## src/rtl/array_pkg.sv

```systemverilog
// Shared types and constants for the Eyeriss-style array sequencer.
package array_pkg;

  typedef enum logic [2:0] {
    S_IDLE,
    S_CLR,
    S_WLOAD,
    S_MAC,
    S_DRAIN,
    S_FIN
  } seq_state_e;

  localparam int DEF_HEIGHT = 12;
  localparam int DEF_WIDTH  = 14;

  // Unary MAC length for an operand of the given width.
  function automatic int MACCYC_OF(input int iwidth);
    return 1 << (iwidth - 1);
  endfunction

endpackage

```

## src/rtl/array_seq_eyeriss_skew_win.sv

```systemverilog
// Per-row MAC window decode: row BASE is active for MACCYC advancing
// cycles starting at cnt==BASE, and flags its last one.
module skew_win #(
  parameter int CW     = 8,
  parameter int MACCYC = 128,
  parameter int BASE   = 0
) (
  input  logic [CW-1:0] cnt_i,
  input  logic          adv_i,
  output logic          win_o,
  output logic          last_o
);

  localparam logic [CW:0] LO      = (CW+1)'(BASE);
  localparam logic [CW:0] LEN     = (CW+1)'(MACCYC);
  localparam logic [CW:0] LASTOFF = (CW+1)'(MACCYC - 1);

  logic [CW:0] off;

  // One extra bit keeps cnt<BASE wrapping to a value far above LEN.
  always_comb begin
    off    = {1'b0, cnt_i} - LO;
    win_o  = adv_i && (off < LEN);
    last_o = adv_i && (off == LASTOFF);
  end

endmodule

```

## src/rtl/array_seq_eyeriss.sv

```systemverilog
// Tile sequencer for the PE array: clear, weight load, skewed MAC, drain.
module array_seq_eyeriss
  import array_pkg::*;
#(
  parameter int HEIGHT = DEF_HEIGHT,
  parameter int WIDTH  = DEF_WIDTH,
  parameter int IWIDTH = 8,
  parameter int MACCYC = MACCYC_OF(IWIDTH)
) (
  input  logic              clk,
  input  logic              rst,
  input  logic              start,
  input  logic              ifm_vld,
  output logic              ifm_rd,
  output logic [HEIGHT-1:0] en_i,
  output logic [HEIGHT-1:0] clr_i,
  output logic [HEIGHT-1:0] mac_done,
  output logic [WIDTH-1:0]  en_w,
  output logic [WIDTH-1:0]  clr_w,
  output logic [WIDTH-1:0]  en_o,
  output logic [WIDTH-1:0]  clr_o,
  output logic              busy,
  output logic              done
);

  localparam int CW = $clog2(MACCYC + HEIGHT + 1);

  localparam logic [CW-1:0] WL_LAST  = CW'(HEIGHT - 1);
  localparam logic [CW-1:0] MAC_LAST = CW'(MACCYC + HEIGHT - 2);
  localparam logic [CW-1:0] DR_LAST  = CW'(HEIGHT);
  localparam logic [CW-1:0] RD_LIM   = CW'(MACCYC);

  seq_state_e        state_q;
  logic [CW-1:0]     cnt_q;
  logic              adv;
  logic [HEIGHT-1:0] win_d;
  logic [HEIGHT-1:0] last_d;

  logic              ifm_rd_q;
  logic [HEIGHT-1:0] en_i_q;
  logic [HEIGHT-1:0] clr_i_q;
  logic [HEIGHT-1:0] mac_done_q;
  logic [WIDTH-1:0]  en_w_q;
  logic [WIDTH-1:0]  clr_w_q;
  logic [WIDTH-1:0]  en_o_q;
  logic [WIDTH-1:0]  clr_o_q;
  logic              busy_q;
  logic              done_q;

  // MAC progresses only while the ifm buffer holds a column.
  always_comb adv = (state_q == S_MAC) && ifm_vld;

  for (genvar h = 0; h < HEIGHT; h++) begin : g_row
    skew_win #(
      .CW     (CW),
      .MACCYC (MACCYC),
      .BASE   (h)
    ) u_win (
      .cnt_i  (cnt_q),
      .adv_i  (adv),
      .win_o  (win_d[h]),
      .last_o (last_d[h])
    );
  end

  // Sequencer FSM, tile counter and registered control outputs.
  always_ff @(posedge clk or posedge rst) begin
    if (rst) begin
      state_q    <= S_IDLE;
      cnt_q      <= '0;
      ifm_rd_q   <= 1'b0;
      en_i_q     <= '0;
      clr_i_q    <= '0;
      mac_done_q <= '0;
      en_w_q     <= '0;
      clr_w_q    <= '0;
      en_o_q     <= '0;
      clr_o_q    <= '0;
      busy_q     <= 1'b0;
      done_q     <= 1'b0;
    end else begin
      ifm_rd_q   <= adv && (cnt_q < RD_LIM);
      en_i_q     <= win_d;
      mac_done_q <= last_d;
      clr_i_q    <= {HEIGHT{state_q == S_CLR}};
      clr_w_q    <= {WIDTH{state_q == S_CLR}};
      clr_o_q    <= {WIDTH{state_q == S_CLR}};
      en_w_q     <= {WIDTH{state_q == S_WLOAD}};
      en_o_q     <= {WIDTH{state_q == S_DRAIN}};
      busy_q     <= (state_q != S_IDLE);
      done_q     <= (state_q == S_FIN);

      case (state_q)
        S_IDLE: if (start) state_q <= S_CLR;
        S_CLR: begin
          state_q <= S_WLOAD;
          cnt_q   <= '0;
        end
        S_WLOAD: begin
          if (cnt_q == WL_LAST) begin
            state_q <= S_MAC;
            cnt_q   <= '0;
          end else begin
            cnt_q <= cnt_q + CW'(1);
          end
        end
        S_MAC: begin
          if (ifm_vld) begin
            if (cnt_q == MAC_LAST) begin
              state_q <= S_DRAIN;
              cnt_q   <= '0;
            end else begin
              cnt_q <= cnt_q + CW'(1);
            end
          end
        end
        S_DRAIN: begin
          if (cnt_q == DR_LAST) begin
            state_q <= S_FIN;
            cnt_q   <= '0;
          end else begin
            cnt_q <= cnt_q + CW'(1);
          end
        end
        S_FIN:   state_q <= S_IDLE;
        default: state_q <= S_IDLE;
      endcase
    end
  end

  always_comb begin
    ifm_rd   = ifm_rd_q;
    en_i     = en_i_q;
    clr_i    = clr_i_q;
    mac_done = mac_done_q;
    en_w     = en_w_q;
    clr_w    = clr_w_q;
    en_o     = en_o_q;
    clr_o    = clr_o_q;
    busy     = busy_q;
    done     = done_q;
  end

endmodule

```

## config.mk

```make
export PLATFORM = sky130hd
export DESIGN_NAME = array_seq_eyeriss
export DESIGN_NICKNAME = d
export VERILOG_FILES = /design/src/rtl/array_pkg.sv /design/src/rtl/array_seq_eyeriss_skew_win.sv /design/src/rtl/array_seq_eyeriss.sv
export SDC_FILE = /design/constraint.sdc
export NUM_CORES = 1
export LEC_CHECK = 0
export BUFFER_PORTS_ARGS = -buffer_cell sky130_fd_sc_hd__buf_2
export CORE_AREA = 2 2 86 88
export CTS_BUF_LIST = sky130_fd_sc_hd__clkbuf_16
export CTS_CLUSTER_SIZE = 20
export DETAILED_ROUTE_END_ITERATION = 16
export DIE_AREA = 0 0 88 90
export MAX_ROUTING_LAYER = met4
export PLACE_DENSITY_LB_ADDON = 0.15
export SLEW_MARGIN = 25
export SYNTH_ARGS = -nofsm -noshare
export SYNTH_HDL_FRONTEND = slang
export SYNTH_HIERARCHICAL = 1
export SYNTH_SLANG_ARGS = --single-unit
```

## constraint.sdc

```tcl
create_clock -name clk -period 5.8 [get_ports clk]
set_input_delay 0.29 -clock clk [delete_from_list [all_inputs] [get_ports clk]]
set_output_delay 0.29 -clock clk [all_outputs]
set_load 0.03 [all_outputs]
```

==> results.json <==
{
  "synth_compound_area_share_pct": 12.2,
  "setup-tns-final_ps": 0,
  "synth_simple_gate_area_share_pct": 25.6,
  "grt_overflow": 0,
  "synth_area_leader_cell": "dfrtp_1",
  "tritoncts": "built",
  "avgSynthCellArea_um2": 9.68,
  "power_density_nw_per_um2": 572,
  "wl_met1_um": 2600,
  "clock.fmax_mhz": 413,
  "grt.total_usage_pct": 15.1,
  "worstPathMaxFanout": 21,
  "rows": 31,
  "stdcell_count": 436,
  "synth-edff-count": 0,
  "core_um2": 7020,
  "setup_violations": 0,
  "grt_pass1_wl_um": 9420,
  "antenna_found_initial": 0,
  "clock_latency_ps": 280,
  "totalWireLength_um": 5650,
  "period_minus_slack_ps": 2420,
  "drive_gt1_share_pct": 41.5,
  "port_buffers": 98,
  "ios": 99,
  "yosys.area.top_type_share_pct": 35.8,
  "crit_type": "reg2reg",
  "rsz0062_at_grt": "false",
  "synth.area.mux_share_pct": 2.27,
  "place_ws_ps": 3410,
  "clock_path_buffers": 2,
  "cts_root_buf": "clkbuf_16",
  "worstPathArrival_ps": 2600,
  "timing.max_cap.violations": 0,
  "dr_wl_met2_um": 2700,
  "placedCellCount": 428,
  "cts_inserted_buffers": 5,
  "synth_top_family_by_area": "simple AND/OR/NAND/NOR gates",
  "cp-end-kind": "flip-flop",
  "leakage_nw": 1.58,
  "fillCellCount": 670,
  "startpoint_type": "flip-flop",
  "cp.required_ps": 5980,
  "relSlewSlack_pct": 34.2,
  "nets": 347,
  "htreeDepth": 2,
  "die-area_um2": 7920,
  "syn2layout_area_growth_pct": 9.21,
  "grt_max_degree": 42,
  "syn_inst": 296,
  "setup_ws_ps": 3380,
  "register_area_um2": 1030,
  "diodes": 0,
  "cts_resized": 0,
  "die_h_um": 90,
  "via_per_inst": 4.77,
  "drt-initial-drc-count": 116,
  "synthesis.nets": 307,
  "wl_per_cell_um": 13.0,
  "finalClockSkew_ps": 4.73,
  "synth-seq-cells": 41,
  "ir_drop_mv": 0.170,
  "maxSlewViolCount": 0,
  "first_pass_iters": 4,
  "synth_cell_types": 65,
  "synthTopCellsByArea": "dfrtp_1 (36%), buf_4 (17%), ha_1 (3.1%)",
  "hold_class": "in2async",
  "dp_hpwl_um": 3640,
  "hold_viol_final": 0,
  "synth_xor_area_share_pct": 0.917,
  "dr_wl_met3_um": 303,
  "multi_input_area_um2": 1260,
  "start_util_pct": 40.8,
  "synth-main-ff-cell": "dfrtp_1",
  "syn-cell-area_um2": 2870,
  "yosys.area_share.adder_pct": 3.06,
  "die_width_um": 88,
  "cts_num_sinks": 41,
  "yosys_warnings": 6,
  "gp_congestion": 0.804,
  "cts.reportedPaths.clkPinSlew_ps": 60,
  "drcViolationCount": 0,
  "status": "complete, no violations",
  "hold_buffers": 0,
  "grt_pass1_vias": 1893,
  "ant_nets": 0,
  "postCtsSetupBuffers": 0,
  "ys_seq_area_share_pct": 35.8,
  "worst_slew_pin_slew_ps": 987,
  "routed.top_layer": "met4",
  "period_share_pct": 41.7,
  "synth_async_sr_flop_share_pct": 100,
  "vias": 2079
}
==> cell usage after synthesis (4+ instances only) <==
| master | n |
|---|---|
| a21oi_1 | 7 |
| and3_1 | 4 |
| buf_4 | 65 |
| dfrtp_1 | 41 |
| ha_1 | 7 |
| inv_1 | 16 |
| mux2i_1 | 5 |
| nand2_1 | 22 |
| nand2b_1 | 10 |
| nand3_1 | 10 |
| nand4_1 | 7 |
| nor2_1 | 7 |
| nor3_1 | 10 |
| nor3b_1 | 4 |
| nor4_2 | 4 |
| o21a_1 | 4 |
| o21ai_0 | 5 |
==> layout by cell type, fill, tap and decap left out, drive strengths merged, types with 2 or more instances in the layout <==
master	synthesis	layout
nor4	5	5
inv	16	16
a21oi	10	10
xor2	2	2
or3	6	6
and4b	2	2
nor4bb	2	2
nor3	10	10
nand3b	2	2
a21boi	2	2
nand2	22	22
a21o	2	2
nor2b	2	2
o21ai	8	8
buf	68	101
nand4	7	7
mux2i	5	5
nor3b	4	4
nand2b	10	10
o21a	4	4
a2111oi	2	2
and3	4	4
nor2	8	8
or4	4	4
nand3	10	10
and2	2	2
or4b	2	2
ha	7	7
dfrtp	41	41
clkinv	0	2
o22ai	4	4
and2b	3	3
clkbuf	0	5
and3b	2	2
==> layout make-up <==
type / count / share of cell area (%)
Multi-Input combinational cell: 171 / 40.4
Sequential cell: 41 / 32.8
Timing Repair Buffer: 101 / 16.4
Clock buffer: 5 / 4.00
Tap cell: 99 / 3.96
Inverter: 16 / 1.92
Clock inverter: 3 / 0.560
==> where the power goes <==
part	switching, mW	leakage (nW)	internal (mW)
registers	0.210	0.540	0.355
logic	0.604	0.973	0.356
clock network	0.107	0.0696	0.158
total	0.921	1.58	0.868
==> worst paths after layout <==
kind	start	end	slack (ps)	depth (start not counted)
worst min-delay path	rst	done	130	3
worst max-delay path	cnt_q[0]	cnt_q[5]	3380	7
worst min register to register	state_q[2]	state_q[1]	620	1
worst max register to register	cnt_q[0]	cnt_q[5]	3380	7
min in group clk	start	state_q[0]	370	4
max in group asynchronous	rst	en_i[5]	5310	3
==> through the flow <==
step | area, um^2 | util, % | total power, mW | hold slack [ps]
after floorplan | 2870 | - | 1.41 | 464
after global placement | 2990 | 42.5 | 1.52 | 448
after detailed placement | 2990 | 42.5 | 1.53 | 457
after CTS | 3130 | 44.6 | 1.81 | 157
after global routing | 3130 | 44.6 | 1.93 | 194
final | 3130 | 44.6 | 1.79 | 135
==> metal layers <==
metal / up-vias / track usage, %
met3: 4 / 3.21
met1: 949 / 19.4
met2: 66 / 24.0
met4: 0 / 4.10
met5: - / -
li1: 1060 / -
==> state kept, by name, indices dropped and copies added (netlist names) <==
register	flops
en_w	1
en_o	1
clr_o	1
mac_done	12
busy	1
state_q	3
ifm_rd	1
en_i	12
cnt_q	8
done	1
==> worst max-delay path: stages (launching register included) <==
cell and delay [ps]:
dfrtp_1 790, inv_1 140, ha_1 220, and3_1 170
o2111a_2 300, o22ai_4 280, o21ai_4 160, o311ai_2 260
==> cells by family after synthesis <==
kind of cell / Yosys count
DFF: 41
xor gates and xnor gates: 3
AOI/OAI and AO/OA: 42
buffers and inverters: 84
muxes: 6
adders and majority gates: 7
and+or+nand+nor: 113
No activity file was read; power rests on OpenSTA's default activity.
